--- src/rtl/scheduler.sv ---
// scheduler: per-block instruction sequencer driving the core pipeline states.
// Ports:
//   clk, reset                 clock and synchronous active-high reset
//   start                      launches the block (sampled only in IDLE)
//   thread_enable              per-lane active mask
//   fetcher_done               instruction at current PC is valid
//   decoded_mem_read_enable    current instruction is a load
//   decoded_mem_write_enable   current instruction is a store
//   decoded_ret                current instruction is RET
//   lsu_busy                   per-lane outstanding load/store flag
//   next_pc                    per-lane next PC from the PC stage
//   core_state                 current pipeline state code
//   current_pc                 per-lane current PC
//   done                       block finished
//   retired_count              instructions retired since reset (wraps)
module scheduler #(
    parameter int THREADS_PER_BLOCK     = 4,
    parameter int PROGRAM_MEM_ADDR_BITS = 8
) (
    input  logic                             clk,
    input  logic                             reset,
    input  logic                             start,
    input  logic [THREADS_PER_BLOCK-1:0]     thread_enable,
    input  logic                             fetcher_done,
    input  logic                             decoded_mem_read_enable,
    input  logic                             decoded_mem_write_enable,
    input  logic                             decoded_ret,
    input  logic [THREADS_PER_BLOCK-1:0]     lsu_busy,
    input  logic [PROGRAM_MEM_ADDR_BITS-1:0] next_pc [THREADS_PER_BLOCK],
    output logic [2:0]                       core_state,
    output logic [PROGRAM_MEM_ADDR_BITS-1:0] current_pc [THREADS_PER_BLOCK],
    output logic                             done,
    output logic [15:0]                      retired_count
);
    localparam int LW = THREADS_PER_BLOCK > 1 ? $clog2(THREADS_PER_BLOCK) : 1;

    typedef enum logic [2:0] {
        IDLE    = 3'b000,
        FETCH   = 3'b001,
        DECODE  = 3'b010,
        REQUEST = 3'b011,
        WAIT    = 3'b100,
        EXECUTE = 3'b101,
        UPDATE  = 3'b110,
        DONE    = 3'b111
    } state_t;

    state_t        state, state_next;
    logic [LW-1:0] lane;
    logic          mem_stall;

    assign core_state = state;
    // Busy lanes only matter when the instruction actually touches memory.
    assign mem_stall = (decoded_mem_read_enable | decoded_mem_write_enable) && |(lsu_busy & thread_enable);

    // Lowest-indexed enabled lane supplies the shared PC; lane 0 if none enabled.
    always_comb begin
        lane = '0;
        for (int i = THREADS_PER_BLOCK - 1; i >= 0; i--)
            if (thread_enable[i]) lane = LW'(i);
    end

    always_comb begin
        state_next = state;
        case (state)
            IDLE:    state_next = start ? FETCH : IDLE;
            FETCH:   state_next = fetcher_done ? DECODE : FETCH;
            DECODE:  state_next = REQUEST;
            REQUEST: state_next = WAIT;
            WAIT:    state_next = mem_stall ? WAIT : EXECUTE;
            EXECUTE: state_next = UPDATE;
            UPDATE:  state_next = decoded_ret ? DONE : FETCH;
            DONE:    state_next = DONE;
            default: state_next = IDLE;
        endcase
    end

    always_ff @(posedge clk) begin
        if (reset) begin
            state         <= IDLE;
            done          <= 1'b0;
            retired_count <= '0;
            for (int i = 0; i < THREADS_PER_BLOCK; i++) current_pc[i] <= '0;
        end else begin
            state <= state_next;
            if (state == UPDATE) begin
                retired_count <= retired_count + 16'd1;
                if (decoded_ret) done <= 1'b1;
                else for (int i = 0; i < THREADS_PER_BLOCK; i++) current_pc[i] <= next_pc[lane];
            end
        end
    end
endmodule
--- config.mk ---
export PLATFORM = sky130hd
export DESIGN_NAME = scheduler
export DESIGN_NICKNAME = d
export VERILOG_FILES = /design/src/rtl/scheduler.sv
export SDC_FILE = /design/constraint.sdc
export NUM_CORES = 1
export LEC_CHECK = 0
export ABC_AREA = 1
export ABC_CLOCK_PERIOD_IN_PS = 3100
export CAP_MARGIN = 20
export CORE_ASPECT_RATIO = 0.75
export CORE_UTILIZATION = 45
export CTS_BUF_LIST = sky130_fd_sc_hd__clkbuf_4 sky130_fd_sc_hd__clkbuf_8
export CTS_CLUSTER_DIAMETER = 40
export DETAILED_ROUTE_END_ITERATION = 7
export GPL_ROUTABILITY_DRIVEN = 0
export MAX_ROUTING_LAYER = met4
export PLACE_DENSITY = 0.89
export SLEW_MARGIN = 20
export SYNTH_ARGS = -nofsm -noshare
export SYNTH_HDL_FRONTEND = slang
export SYNTH_SLANG_ARGS = --single-unit
--- constraint.sdc ---
create_clock -name clk -period 3.1 [get_ports clk]
set_clock_uncertainty 0.15 [all_clocks]
set_input_delay 0.31 -clock clk [delete_from_list [all_inputs] [get_ports clk]]
set_output_delay 0.31 -clock clk [all_outputs]
set_load 0.005 [all_outputs]
==> flow_summary.ini, run 1 <==
[run_status]
status = completed

[global_routing]
top_usage_layer = met2
grt_pass1_wl_um = 8066
antenna_found_initial = 0
grt_overflow_total = 0
grt_pass1_vias = 1856
grt_usage_pct = 22.39
grt_max_degree = 18
use_met3_pct = 3.231
grt_use_met1_pct = 27.16
met2_usage_pct = 40.20

[synth]
synth_mux_area_share_pct = 0
synth_area_leaders = dfxtp_1 (29%), nand3_1 (10%), inv_1 (10%)
yosys.area.top_type = dfxtp_1
ys_warn_count = 0
synthAdderAreaFrac_pct = 0.6423
synthArstFlopShare_pct = 0
synth.distinct_cells = 28
synthSimpleGateAreaFrac_pct = 40.46
syn_avg_cell_area_um2 = 6.408
synth-main-ff-cell = dfxtp_1
netlist_area_um2 = 1948
synth_top_family_by_area = simple AND/OR/NAND/NOR gates
yosysTopAreaCellShare_pct = 28.77
synth_compound_area_share_pct = 7.707
seq_area_frac_synth_pct = 28.77
syn_inst = 304
synth-seq-cells = 28
yosys.area_share.xor_xnor_pct = 0
synth-edff-count = 0
syn_nets = 352

[clock_tree]
h-tree-depth = 1
clk_latency_ps = 270
post_cts.repair.setup_buffers = 0
cts_root_buf = clkbuf_8
post_cts_resized = 0
cts_sinks = 28
cts_buffer_depth = 2
clk_pin_slew_ps = 90
postCtsHoldBufs = 0
cts_buffers = 3
cts_tree = built

[critical_path]
critical_path.startpoint_type = primary input
slowest_stage = clkdlybuf4s50_1
crit_chain = clkdlybuf4s50_1 -> inv_1 -> o21ai_4 -> nand2_2 -> nand2_1 -> nand3_1 -> nand3_1 -> nand2_1 -> inv_1
critPathTopFamily = simple AND/OR/NAND/NOR gates
critPathMaxFanout = 17
cp_num_buf_inv = 3
worst_path_largest_cell_delay_ps = 490
crit_type = in2reg
cp.arrival_ps = 1940
cp_data_required_time_ps = 3170
end_kind = flip-flop

[timing]
hold_viol_final = 0
fmax_ghz = 0.5346
rsz0062_at_grt = false
final-setup-viol-count = 0
fin_crit_sh_pct = 60.34
fin_crit_ps = 1870
tightest_slew_ps = 433.5
maxSlewViolCount = 0
setup_tns_ps = 0
relSlewSlack_pct = 70.99

[cells_and_area]
syn2layout_area_growth_pct = 45.47
drive_above_1_share_pct = 5.305
final_util_pct = 69.05
diodes = 0
fillers = 357
layout.nets = 426

[place]
hpwlAfterDp_um = 3876
numPortBuffers = 98

[detailed_routing]
firstDrtPassIters = 4
routed_via_density = 4.910
drt_iter0_markers = 94
drc = 0
route.detailed.wl_per_inst_um = 11.05
vias = 2121
ant_nets = 0
finalWirelength_um = 4774

[floorplanning]
initial_core_util_pct = 47.47
pin_count = 99
rows = 20
dieArea_um2 = 4599
core_area_um2 = 4104
die_y_um = 58.98
die_w_um = 77.98

[power_and_ir_drop]
peakVddDrop_uv = 292.2
p_leak_nw = 1.203
power.density_nw_per_um2 = 258.9

[job]
maxCapViolations = 0

[worst_hold_path]
hp-class = reg2reg
==> flip-flops by register name, summed over array words and instances (netlist names) <==
name / flops
retired_count: 16
current_pc: 8
core_state: 3
done: 1
==> logic make-up (layout without fill, tap and decap cells) <==
kind of cell,after synthesis,after routing
buffers and inverters,86,159
flip-flops,28,28
AO/OA/AOI/OAI,26,26
AND/OR/NAND/NOR,163,163
adder cells (fa/ha/maj),1,1
==> metrics by stage <==
stage	power, mW	cell area [um^2]	hold WS (ps)	setup slack [ps]	instances
2_1_floorplan	0.4433	1948	294.4	1696	304
3_3_place_gp	0.5183	2779	286.6	1055	428
3_5_place_dp	0.5217	2779	295.3	974.3	428
4_1_cts	0.7438	2834	309.5	1263	432
5_1_grt	0.7713	2834	355.3	1029	432
6_report	0.7337	2834	312.2	1230	432
==> power by group <==
part           switching (mW)  internal [mW]  leakage [nW]
clock                   0.107          0.114        0.0288
sequential            0.00779          0.363         0.226
combinational          0.0591         0.0834         0.948
total                   0.174          0.560          1.20
==> cells in the mapped netlist, types with 2 or more instances <==
cell type / instances
o21ai_0: 10
o211ai_1: 2
buf_4: 24
inv_1: 53
inv_2: 3
nand3_1: 40
nand3b_1: 8
clkbuf_1: 2
nand4_1: 5
a21oi_1: 11
nor2_4: 4
nand2_1: 53
dfxtp_1: 28
nand2_2: 2
buf_6: 3
nor2_1: 43
nand3_2: 2
==> final cells by class <==
cell class | count | area, um^2 | area share (%)
Multi-Input combinational cell | 190 | 950.9 | 33.55
Sequential cell | 28 | 560.5 | 19.78
Inverter | 56 | 210.2 | 7.417
Timing Repair Buffer | 99 | 988.4 | 34.88
Clock buffer | 4 | 55.05 | 1.943
Tap cell | 55 | 68.82 | 2.428
==> worst register-to-register path, stage by stage (launching register included) <==
cell and delay [ps]:
dfxtp_1 420, ha_1 220, nand3_1 100, nor2_1 240
nand2_1 130, nor2_1 150, nand2_1 60, nand2_1 50
nor2_1 40
==> cell usage in the layout, fill, tap and decap left out, drive strengths merged <==
cell type	n
a21oi	11
and2	1
and3	1
buf	1
clkbuf	4
clkdlybuf4s50	98
dfxtp	28
ha	1
inv	56
nand2	55
nand3	42
nand3b	8
nand4	6
nor2	47
nor3	2
nor3b	1
o211ai	2
o21ai	12
o41ai	1
==> layer usage <==
metal  share of wire [%]  up-vias
met2                  48       77
li1                    -     1076
met4                 1.4        0
met3                 5.8        8
met5                   0        -
met1                  45      960
==> final timing paths <==
check	start	to	slack, ps	depth (start not counted)
setup / recovery	thread_enable[3]	current_pc[5]$_SDFFE_PP0P_	1230	9
hold / removal	done$_SDFFE_PP0P_	done$_SDFFE_PP0P_	310	2
setup reg to reg	retired_count[1]$_SDFFE_PP0N_	retired_count[12]$_SDFFE_PP0N_	1440	8
hold reg to reg	done$_SDFFE_PP0P_	done$_SDFFE_PP0P_	310	2
No activity file was read; power rests on OpenSTA's default activity.
==> run 2, diff against run 1 <==
--- a/config.mk
+++ b/config.mk
@@ -6,16 +6,16 @@
 export NUM_CORES = 1
 export LEC_CHECK = 0
 export ABC_AREA = 1
-export ABC_CLOCK_PERIOD_IN_PS = 3100
+export ABC_CLOCK_PERIOD_IN_PS = 1700
 export CAP_MARGIN = 20
 export CORE_ASPECT_RATIO = 0.75
-export CORE_UTILIZATION = 45
+export CORE_UTILIZATION = 37
 export CTS_BUF_LIST = sky130_fd_sc_hd__clkbuf_4 sky130_fd_sc_hd__clkbuf_8
 export CTS_CLUSTER_DIAMETER = 40
 export DETAILED_ROUTE_END_ITERATION = 7
 export GPL_ROUTABILITY_DRIVEN = 0
 export MAX_ROUTING_LAYER = met4
-export PLACE_DENSITY = 0.89
+export PLACE_DENSITY = 0.78
 export SLEW_MARGIN = 20
 export SYNTH_ARGS = -nofsm -noshare
 export SYNTH_HDL_FRONTEND = slang
==> constraint.sdc (replaced) <==
create_clock -name clk -period 1.7 [get_ports clk]
set_clock_uncertainty 0.15 [all_clocks]
set_input_delay 0.17 -clock clk [delete_from_list [all_inputs] [get_ports clk]]
set_output_delay 0.17 -clock clk [all_outputs]
set_load 0.005 [all_outputs]
==> run 2 against run 1 <==
Compared with the run above:
- register-to-register slack got worse by 1300 ps
- critical path depth decreased by 7
- utilization decreased by 9.9 points
- global-route usage decreased by 3.0 points
- flip-flop and latch count unchanged
- critical endpoint is now core_state[1]
- highest routed layer unchanged
- hold slack improved by 11 ps
- routed wire length increased by 1.7%
- clock-buffer cell count decreased by 1
- die area increased by 21%
- sequential power increased by 82%
- setup slack got worse by 1200 ps
==> flow_summary.ini, run 2 (synthesized netlist as in run 1, its figures left out) <==
[clock_tree]
clk_pin_slew_ps = 90
cts_root_buf = clkbuf_8
clk_latency_ps = 280
cts_buffers = 3
post_cts.repair.setup_buffers = 0
h-tree-depth = 1
cts_sinks = 28
cts_tree = built
post_cts_resized = 0
cts_buffer_depth = 2
postCtsHoldBufs = 0

[place]
dp_slack_ps = -5.524
hpwlAfterDp_um = 3966
numPortBuffers = 98
place_area_um2 = 2873

[cells_and_area]
largest_register_ffs = 16
final_common_cell = clkdlybuf4s50_1
final_cell_mix = clkdlybuf4s50_1 (98), inv_1 (53), nand2_1 (53)
drive_above_1_share_pct = 7.532
syn2layout_area_growth_pct = 51.25
max_flop_register = retired_count
layout.nets = 434
design_area_um2 = 2947
diodes = 0
fillers = 466

[critical_path]
cp.arrival_ps = 1330
r2r_slack_ps = 190
cp_data_required_time_ps = 1380
end_kind = output port
critPathMaxFanout = 6
reg2reg_depth = 8
r2r_end = retired_count[12]$_SDFFE_PP0N_
critical_path.startpoint_type = flip-flop
rr_startpoint = retired_count[0]$_SDFFE_PP0N_
crit_type = reg2out

[timing]
relSlewSlack_pct = 72.01
hold_viol_final = 0
fmax_ghz = 0.6072
setup_tns_ps = 0
rsz0062_at_grt = false
tightest_slew_ps = 419.4
hold-worst-slack_ps = 322.8
fin_crit_ps = 1647
maxSlewViolCount = 0
finalWorstSetupSlack_ps = 53.06
fin_crit_sh_pct = 96.88
final-setup-viol-count = 0

[worst_hold_path]
min_to = done$_SDFFE_PP0P_
worstHoldStart = done$_SDFFE_PP0P_
hold_path_depth = 2
hp-class = reg2reg

[detailed_routing]
vias = 2110
route.detailed.wl_per_inst_um = 10.62
finalWirelength_um = 4853
firstDrtPassIters = 4
drt_iter0_markers = 105
routed_via_density = 4.617
drc = 0
ant_nets = 0

[floorplanning]
pin_count = 99
initial_core_util_pct = 39.10
die_y_um = 64.84
core_area_um2 = 4982
dieArea_um2 = 5562
rows = 22
die_w_um = 85.79

[global_routing]
grt_max_degree = 17
grt_pass1_vias = 1886
antenna_found_initial = 0
grt_overflow_total = 0
grt_pass1_wl_um = 8535
grt_usage_pct = 19.35

[job]
maxCapViolations = 0

[power_and_ir_drop]
p_leak_nw = 1.255
p_total_mw = 1.472
peakVddDrop_uv = 389.6
power.density_nw_per_um2 = 499.6

[run_status]
status = completed
-- run 2: worst max path at each step --
stage,startpoint,to,slack [ps],cells past startpoint
floorplan,retired_count[1]$_SDFFE_PP0N_,retired_count[12]$_SDFFE_PP0N_,300,8
global placement,thread_enable[1],current_pc[7]$_SDFFE_PP0P_,30,9
detailed placement,thread_enable[1],current_pc[7]$_SDFFE_PP0P_,-6,9
CTS,core_state[1]$_SDFF_PP0_,core_state[1],40,2
global route,core_state[1]$_SDFF_PP0_,core_state[1],6,2
finish,core_state[1]$_SDFF_PP0_,core_state[1],50,2
-- run 2: layer usage --
| metal | vias up | GRT usage [%] | part of all wire, % |
|---|---|---|---|
| met5 | - | - | 0 |
| met4 | 0 | 1.875 | 0.47 |
| met3 | 4 | 3.185 | 4.5 |
| met2 | 62 | 32.60 | 46 |
| met1 | 954 | 25.39 | 49 |
| li1 | 1090 | - | - |
-- run 2: where the power goes --
group / internal [mW] / switching [mW]
clock network: 0.315 / 0.205
registers: 0.662 / 0.0113
logic: 0.165 / 0.113
total: 1.14 / 0.329
-- run 2: area by class of cell --
type	count	area, um^2	share of cell area [%]
Clock inverter	1	30.03	1.019
Multi-Input combinational cell	190	953.4	32.36
Sequential cell	28	560.5	19.02
Clock buffer	3	41.29	1.401
Tap cell	72	90.09	3.057
Inverter	56	210.2	7.134
Timing Repair Buffer	107	1061	36.01
-- run 2: metrics by stage --
step / utilization, % / cells
2_1_floorplan: - / 304
3_3_place_gp: 57.66 / 453
3_5_place_dp: 57.66 / 453
4_1_cts: 59.09 / 457
5_1_grt: 59.14 / 457
6_report: 59.14 / 457
-- run 2: critical path: stages, from the launching register on --
cell	delay, ps
dfxtp_1	390
buf_4	160
clkdlybuf4s50_1	500
